$ cat src/rtl/led_step_ctrl_if.sv
// Key inputs and chaser outputs of the LED step controller.
// Optional pause key / paused flag exist only when LED_STEP_PAUSE_EN is defined.
interface led_step_ctrl_if;
    logic       key_speed_n;
    logic       key_dir_n;
`ifdef LED_STEP_PAUSE_EN
    logic       key_pause_n;
    logic       paused;
`endif
    logic [1:0] pos;
    logic       dir;
    logic [1:0] speed;
    logic       step_tick;

    // Board / bench side: drives the keys, observes the chaser state
    modport master (
        output key_speed_n,
        output key_dir_n,
        input  pos,
        input  dir,
        input  speed,
        input  step_tick
`ifdef LED_STEP_PAUSE_EN
        ,
        output key_pause_n,
        input  paused
`endif
    );

    // Controller side
    modport slave (
        input  key_speed_n,
        input  key_dir_n,
        output pos,
        output dir,
        output speed,
        output step_tick
`ifdef LED_STEP_PAUSE_EN
        ,
        input  key_pause_n,
        output paused
`endif
    );
endinterface

$ cat src/rtl/led_step_ctrl.sv
// LED chaser step controller: debounced speed/direction keys drive a
// power-of-two prescaler that steps a 2-bit LED position up or down.
// Optional pause key enabled by defining LED_STEP_PAUSE_EN.
module led_step_ctrl #(
    parameter int STEP_SHIFT_MAX = 25,
    parameter int DEB_CYC        = 1000000
) (
    input  logic           clk_50M,
    input  logic           rst,
    led_step_ctrl_if.slave bus
);

`ifdef LED_STEP_PAUSE_EN
    localparam int NKEY = 3;
`else
    localparam int NKEY = 2;
`endif
    localparam int KEY_SPEED = 0;
    localparam int KEY_DIR   = 1;

    localparam int PS_W  = STEP_SHIFT_MAX + 1;
    localparam int CNT_W = $clog2(DEB_CYC + 1);
    localparam logic [CNT_W-1:0] CNT_LAST = CNT_W'(DEB_CYC - 1);
    localparam logic [CNT_W-1:0] CNT_ONE  = CNT_W'(1);

    // Prescaler terminal counts for speed levels 0..3 (period 2^(MAX-speed))
    localparam logic [PS_W-1:0] LIM0 = PS_W'((64'd1 << STEP_SHIFT_MAX) - 64'd1);
    localparam logic [PS_W-1:0] LIM1 = PS_W'((64'd1 << (STEP_SHIFT_MAX - 1)) - 64'd1);
    localparam logic [PS_W-1:0] LIM2 = PS_W'((64'd1 << (STEP_SHIFT_MAX - 2)) - 64'd1);
    localparam logic [PS_W-1:0] LIM3 = PS_W'((64'd1 << (STEP_SHIFT_MAX - 3)) - 64'd1);

    typedef enum logic [1:0] {IDLE, PRESS_WAIT, HELD, REL_WAIT} deb_state_t;

    // Position advance with modulo-4 wrap in either direction
    function automatic logic [1:0] pos_step(input logic [1:0] cur, input logic down);
        pos_step = down ? (cur - 2'd1) : (cur + 2'd1);
    endfunction

    logic [NKEY-1:0] key_raw;
    logic [NKEY-1:0] sync_p0;
    logic [NKEY-1:0] sync_p1;
    logic [NKEY-1:0] press;

    logic [PS_W-1:0] presc;
    logic [PS_W-1:0] presc_limit;
    logic [1:0]      pos_q;
    logic            dir_q;
    logic [1:0]      speed_q;
    logic            run;
    logic            tick;

    assign key_raw[KEY_SPEED] = bus.key_speed_n;
    assign key_raw[KEY_DIR]   = bus.key_dir_n;

`ifdef LED_STEP_PAUSE_EN
    localparam int KEY_PAUSE = 2;
    logic paused_q;
    assign key_raw[KEY_PAUSE] = bus.key_pause_n;
    assign run                = ~paused_q;
    assign bus.paused         = paused_q;

    // Pause flag toggles on each debounced pause press
    always_ff @(posedge clk_50M or negedge rst) begin
        if (!rst)
            paused_q <= 1'b0;
        else if (press[KEY_PAUSE])
            paused_q <= ~paused_q;
    end
`else
    assign run = 1'b1;
`endif

    // Two-flop synchronizer for the asynchronous keys (idle level is high)
    always_ff @(posedge clk_50M or negedge rst) begin
        if (!rst) begin
            sync_p0 <= '1;
            sync_p1 <= '1;
        end else begin
            sync_p0 <= key_raw;
            sync_p1 <= sync_p0;
        end
    end

    // One debounce FSM per key; counter holds the number of stable cycles seen
    for (genvar k = 0; k < NKEY; k++) begin : g_deb
        deb_state_t       state_q, state_d;
        logic [CNT_W-1:0] cnt_q, cnt_d;
        logic             lvl;
        logic             press_k;

        assign lvl      = sync_p1[k];
        assign press[k] = press_k;

        // State register
        always_ff @(posedge clk_50M or negedge rst) begin
            if (!rst) begin
                state_q <= IDLE;
                cnt_q   <= '0;
            end else begin
                state_q <= state_d;
                cnt_q   <= cnt_d;
            end
        end

        // Next-state: low must persist DEB_CYC cycles to press, high to release
        always_comb begin
            state_d = state_q;
            cnt_d   = '0;
            case (state_q)
                IDLE: begin
                    if (!lvl) begin
                        state_d = PRESS_WAIT;
                        cnt_d   = CNT_ONE;
                    end
                end
                PRESS_WAIT: begin
                    if (lvl)
                        state_d = IDLE;
                    else if (cnt_q == CNT_LAST)
                        state_d = HELD;
                    else
                        cnt_d = cnt_q + CNT_ONE;
                end
                HELD: begin
                    if (lvl) begin
                        state_d = REL_WAIT;
                        cnt_d   = CNT_ONE;
                    end
                end
                REL_WAIT: begin
                    if (!lvl)
                        state_d = HELD;
                    else if (cnt_q == CNT_LAST)
                        state_d = IDLE;
                    else
                        cnt_d = cnt_q + CNT_ONE;
                end
                default: state_d = IDLE;
            endcase
        end

        // Output: single press pulse on the cycle the low level is confirmed
        always_comb begin
            press_k = (state_q == PRESS_WAIT) && !lvl && (cnt_q == CNT_LAST);
        end
    end

    // Terminal count for the current speed level
    always_comb begin
        case (speed_q)
            2'd0:    presc_limit = LIM0;
            2'd1:    presc_limit = LIM1;
            2'd2:    presc_limit = LIM2;
            default: presc_limit = LIM3;
        endcase
    end

    assign tick = run && (presc == presc_limit);

    // Prescaler: a speed press restarts the period even when frozen
    always_ff @(posedge clk_50M or negedge rst) begin
        if (!rst)
            presc <= '0;
        else if (press[KEY_SPEED])
            presc <= '0;
        else if (tick)
            presc <= '0;
        else if (run)
            presc <= presc + PS_W'(1);
    end

    // Speed level, direction and position; a tick always uses the old dir
    always_ff @(posedge clk_50M or negedge rst) begin
        if (!rst) begin
            speed_q <= 2'd0;
            dir_q   <= 1'b0;
            pos_q   <= 2'd0;
        end else begin
            if (press[KEY_SPEED])
                speed_q <= speed_q + 2'd1;
            if (press[KEY_DIR])
                dir_q <= ~dir_q;
            if (tick)
                pos_q <= pos_step(pos_q, dir_q);
        end
    end

    assign bus.pos       = pos_q;
    assign bus.dir       = dir_q;
    assign bus.speed     = speed_q;
    assign bus.step_tick = tick;

endmodule

$ cat src/flat_wrapper.sv
// flat-port wrapper written by rule: the top's interface ports become plain ports
module led_step_ctrl_flat 
#(
    parameter int STEP_SHIFT_MAX = 25,
    parameter int DEB_CYC        = 1000000
)
  (clk_50M, rst, bus_key_speed_n, bus_key_dir_n, bus_pos, bus_dir, bus_speed, bus_step_tick);
  led_step_ctrl_if bus_i ();
  input  logic clk_50M;
  input  logic rst;
  input wire logic [$bits(bus_i.key_speed_n)-1:0] bus_key_speed_n;
  input wire logic [$bits(bus_i.key_dir_n)-1:0] bus_key_dir_n;
  output wire logic [$bits(bus_i.pos)-1:0] bus_pos;
  output wire logic [$bits(bus_i.dir)-1:0] bus_dir;
  output wire logic [$bits(bus_i.speed)-1:0] bus_speed;
  output wire logic [$bits(bus_i.step_tick)-1:0] bus_step_tick;
  assign bus_i.key_speed_n = bus_key_speed_n;
  assign bus_i.key_dir_n = bus_key_dir_n;
  assign bus_pos = bus_i.pos;
  assign bus_dir = bus_i.dir;
  assign bus_speed = bus_i.speed;
  assign bus_step_tick = bus_i.step_tick;
  led_step_ctrl #(.STEP_SHIFT_MAX(STEP_SHIFT_MAX), .DEB_CYC(DEB_CYC)) u_core (.clk_50M(clk_50M), .rst(rst), .bus(bus_i));
endmodule
$ cat config.mk
export PLATFORM = sky130hd
export DESIGN_NAME = led_step_ctrl_flat
export DESIGN_NICKNAME = d
export VERILOG_FILES = /design/src/rtl/led_step_ctrl_if.sv /design/src/rtl/led_step_ctrl.sv /design/src/flat_wrapper.sv
export SDC_FILE = /design/constraint.sdc
export NUM_CORES = 1
export LEC_CHECK = 0
export CORE_UTILIZATION = 59
export CTS_CLUSTER_DIAMETER = 50
export CTS_CLUSTER_SIZE = 14
export DETAILED_ROUTE_END_ITERATION = 12
export PLACE_DENSITY = 0.85
export SLEW_MARGIN = 15
export SYNTH_ARGS = -nofsm -noshare
export SYNTH_HDL_FRONTEND = slang
export SYNTH_SLANG_ARGS = --single-unit
export TNS_END_PERCENT = 1
$ cat constraint.sdc
create_clock -name clk_50M -period 2.8 [get_ports clk_50M]
set_clock_uncertainty 0.15 [all_clocks]
set_input_delay 0.28 -clock clk_50M [delete_from_list [all_inputs] [get_ports clk_50M]]
set_output_delay 0.28 -clock clk_50M [all_outputs]
set_load 0.005 [all_outputs]
# After elaboration in Yosys (flattened, before gate mapping)
# Index checks and enable logic that the tools add are counted.
# word_totals
input_bits,4
out_inout_bits,6
regBits,79
# op_classes
n_addsub,6
bitwise_logic,1
muxes,30
reduce_logical,11
n_eq_ne,19
# op_table
cell,count
20-bit case mux with 4 select lines,2
20-bit 2-to-1 mux,6
25-bit case mux with 3 select lines,1
26-bit 2-to-1 mux,2
20-bit by 1-bit adder with 20-bit output (second input constant),2
20-bit equality test (second input constant),2
26-bit by 1-bit adder with 26-bit output (second input constant),1
26-bit by 25-bit equality test with 1-bit output,1
2-bit 2-to-1 mux,13
2-bit case mux with 4 select lines,2
2-bit equality test (second input constant),5
4-bit AND reduction,2
2-bit by 1-bit equality test with 1-bit output (second input constant),3
2-bit zero test,3
3-bit by 1-bit != test with 1-bit output (second input constant),2
3-bit != test (second input constant),2
2-bit by 1-bit adder with 2-bit output (second input constant),2
1-bit logical AND,4
1-bit 2-to-1 mux,4
2-bit by 1-bit != test with 1-bit output (second input constant),2
2-bit != test (second input constant),2
1-bit zero test,2
2-bit by 1-bit subtractor with 2-bit output (second input constant),1
1-bit inverter,1

# Longest topological paths before layout
# logic_depth
depth_word,5
mapped_depth,9

# Worst setup path after synthesis
# No wires, ideal clock.
# synth_timing
path_kind,reg2reg
from,reg u_core.g_deb[1].cnt_q[0]
to,reg u_core.g_deb[1].cnt_q[18]
path_stages_with_launch,9
arrival_time_ps,1907
path_slack_ps,672
path_buffers,2
cell_sequence,dfrtp_1 ha_1 and4_1 nand2_2 nor4_4 or3b_2 buf_4 buf_4 nor2_1
# synth_between
elab_chain_cells,4
word_cells_on_any_way,6
cone_classes,1 x add/sub; 1 x eq/ne; 4 x mux
# synth_lines
element,line_no,rtl
start: declaration,led_step_ctrl.sv:87,"logic [CNT_W-1:0] cnt_q, cnt_d;"
start signal: assignment,led_step_ctrl.sv:101,cnt_q <= cnt_d;
20-bit by 1-bit adder with 20-bit output / 20-bit equality test (equally long branches),--,
20-bit 2-to-1 mux *,"led_step_ctrl.sv:119, led_step_ctrl.sv:133",
20-bit 2-to-1 mux (on tied branches),"led_step_ctrl.sv:131, led_step_ctrl.sv:117",
20-bit case mux with 4 select lines *,led_step_ctrl.sv:109,case (state_q)
via u_core.g_deb[1].cnt_d[18],led_step_ctrl.sv:87,
# Mark *: on every way through the listed nets, which the timed path passes. The rest lies on a longest branch.
# A chain may end at the register's enable or synchronous reset.

# Worst setup path after layout
# layout_timing
from,reg u_core.presc[0]
to,out bus_step_tick
# layout_between
elab_chain_cells,1
# layout_lines
element,line_no,rtl
start: declaration,led_step_ctrl.sv:44,logic [PS_W-1:0] presc;
start signal: assignment,led_step_ctrl.sv:169,presc <= presc + PS_W'(1);
26-bit by 25-bit equality test with 1-bit output,led_step_ctrl.sv:158,assign tick = run && (presc == presc_limit);
end: declaration,flat_wrapper.sv:16,output wire logic [$bits(bus_i.step_tick)-1:0] bus_step_tick;
# Every way passes these cells.

==> qor.csv <==
metric,value,unit
Routed WL,6662,um
"CTS clk-pin slew, worst paths",0.08,ns
drt drc,0,
status,finished clean,
Mapped Avg Cell Area,10.12,um^2
Root Driver,clkbuf_8,
Routability Congestion,0.8111,
count of final setup violators,0,
drt pass-1 iters,4,
leakage power,1.801,nW
sequential share of the synthesized area,0.5168,
slowest cell on the critical path,clkdlybuf4s50_1,
HPWL after detailed placement,4318,um
GRT Util Overall,0.2187,
critical path arrival,2.25,ns
CTS Sinks,79,
VDD IR max,0.3313,mV
Synth warnings,0,
Die W,82.62,um
Worst EP required,2.37,ns
max incr delay on CP,0.51,ns
row cnt,29,
largest net degree at the start of global routing,80,
syn_nets,388,
core area,6314,um^2
Power Total,0.002241,W
Initial Util,0.6074,
Post-Syn Area,3835,um^2
Avg WL per Cell,14.08,um
IO Pins,10,
height of the die,82.62,um
CP endpoint kind,output port,
CTS tree,yes,
port bufs,9,
max-slew violation count,0,
number of hold violations in the final report,0,
Longest Clk Path Bufs,2,
Synth-to-Final Area Change,10.28,%
TritonCTS Buffers,9,
"Remaining Overflow, GRT",0,
Yosys reg bits,79,
Finished Cell Area,4229,um^2
"Cell Area, Placed",3963,um^2
Worst Path Max Fanout,4,
Synth Instances,379,
Vias/cell,5.488,
initial antenna violation count,0,
die area,6826,um^2
Slew HR,0.3581,
worst slew pin tran,0.9628,ns
Power Dens Cells,529.8,nW/um^2
Max Cap Viol,0,
H-tree Lvls,3,
minimum clock period,2.685,ns
worst-path cell chain,ha_1 > nand4_1 > nor4_4 > and3_4 > clkdlybuf4s50_1,
period utilization,0.9589,
post-layout util,0.6698,
fill count,487,
achievable frequency,0.3725,GHz
Critical Path Start Type,flop,
clock insertion delay at the later pin of the skew report,0.35,ns
Hold Crit Class,primary input to flop,
via count,2596,
DRT antenna net count,0,
type of the worst setup path,flop to output port,
vias in the first global route,2438,
Final nets,401,
n_diodes,0,
post-synthesis cell type count,37,
first-pass GRT wire length,10950,um
layout cell share with drive strength beyond 1,0.08586,
Iter 0 DRT Violations,131,
==> cell usage in the layout, fill, tap and decap left out, drive strengths merged, types with 2 or more instances in the layout <==
cell type and n:
bufinv 3, dfstp 4, ha 5, mux2i 3, o21a 2, o21ai 2
or3b 2, and3 5, nand3 22, nand4 19, dfrtp 75, nor2 77
xor2 35, clkbuf 12, and2 3, and4 7, xnor2 33, nand2 27
buf 2, nor4 9, or3 2, inv 16, nor3 13, clkdlybuf4s50 8
a21oi 4
==> worst max-delay path, delay by kind of cell, from the launching register on <==
family                     cells  cell delay (ns)
buffers and inverters          1             0.51
adders and majority gates      1             0.22
DFF                            1             0.39
and+or+nand+nor                3             0.78
==> final timing paths <==
check / startpoint / end / slack [ns] / depth (start not counted)
setup / recovery: u_core.presc[0] / bus_step_tick / 0.12 / 5
hold / removal: bus_key_speed_n / u_core.sync_p0[0] / 0.19 / 1
hold reg to reg: u_core.sync_p0[1] / u_core.sync_p1[1] / 0.21 / 0
max in group asynchronous: rst / asynchronous set/reset pin / 1.41 / 2
setup reg to reg: u_core.g_deb[1].cnt_q[0] / u_core.g_deb[1].cnt_q[16] / 0.51 / 6
min in group asynchronous: rst / u_core.g_deb[1].cnt_q[7] / 0.48 / 2
==> through the flow <==
stage / std cells / TNS, ns / worst slack [ns] / hold slack [ns]
after floorplan: 379 / 0 / 0.6717 / -0.1656
after global placement: 456 / 0 / 0.4911 / 0.1957
after detailed placement: 456 / 0 / 0.4225 / 0.1975
after CTS: 472 / 0 / 0.01304 / 0.1819
after global routing: 473 / -0.01391 / -0.01391 / 0.1767
final: 473 / 0 / 0.1152 / 0.1880
==> per-layer routing <==
metal	global-route usage	wire length [um]	vias to the layer above
met4	0.1276	174	0
met3	0.04176	168	16
met2	0.3463	3108	38
li1	-	-	1292
met5	0	0	-
met1	0.2805	3211	1250
==> repair_timing <==
item / 4_1_cts / 5_1_grt
hold buffers: 1 / 0
endpoints found under the hold margin: 75 / 0
buffers inserted: 0 / 1
gates resized for setup: 0 / 1
setup endpoints to repair: 0 / 1
==> sequential cells by signal, indices dropped and copies added (netlist names), named ones only <==
| signal | count |
|---|---|
| u_core.bus.pos | 2 |
| u_core.g_deb.state_q | 2 |
| u_core.sync_p0 | 2 |
| u_core.presc | 26 |
| u_core.bus.speed | 2 |
| u_core.sync_p1 | 2 |
| u_core.bus.dir | 1 |
| u_core.g_deb.cnt_q | 40 |
==> synth_stat cells, drive strengths merged <==
cell type | number | area [um^2]
ha | 5 | 62.56
buf | 8 | 52.55
nor4 | 9 | 107.6
xor2 | 35 | 306.5
o21a | 2 | 15.01
and2 | 3 | 18.77
clkbuf | 1 | 3.750
and4 | 7 | 62.56
or2 | 1 | 6.260
or3b | 2 | 17.52
mux2i | 3 | 30.03
dfrtp | 75 | 1877
nor2 | 77 | 289.0
nand3 | 22 | 110.1
o21ai | 2 | 10.01
or4 | 1 | 7.510
nor4b | 1 | 8.760
or3 | 2 | 12.51
nor3 | 13 | 70.07
inv | 16 | 60.06
a31o | 1 | 8.760
dfstp | 4 | 105.1
nand2 | 27 | 108.9
and3 | 5 | 32.53
nand4 | 19 | 133.9
a21oi | 4 | 20.02
xnor2 | 33 | 289.0
nand4b | 1 | 8.760
==> kinds of logic after synthesis <==
family,share of synthesized area
and+or+nand+nor,0.2594
DFF,0.5168
xor gates and xnor gates,0.1553
buffers and inverters,0.03034
AOI/OAI and AO/OA,0.01403
adders and majority gates,0.01631
muxes,0.007831
==> cell type report <==
cell class              instances  area (um^2)  area share
clock inverters                 3        90.09     0.02130
repair buffers                 11        105.1     0.02485
well taps                      77        96.34     0.02278
multi-input cells             275         1740      0.4115
flip-flops and latches         79         1982      0.4686
clock buffers                  12        155.1     0.03669
inverters                      16        60.06     0.01420
==> power breakdown <==
part	switching, W	internal [W]	total (W)
sequential	0.00000721	0.00115	0.00116
combinational	0.0000367	0.0000119	0.0000486
clock	0.000397	0.000637	0.00103
total	0.000441	0.00180	0.00224
Power figures use the tool's default switching activity.
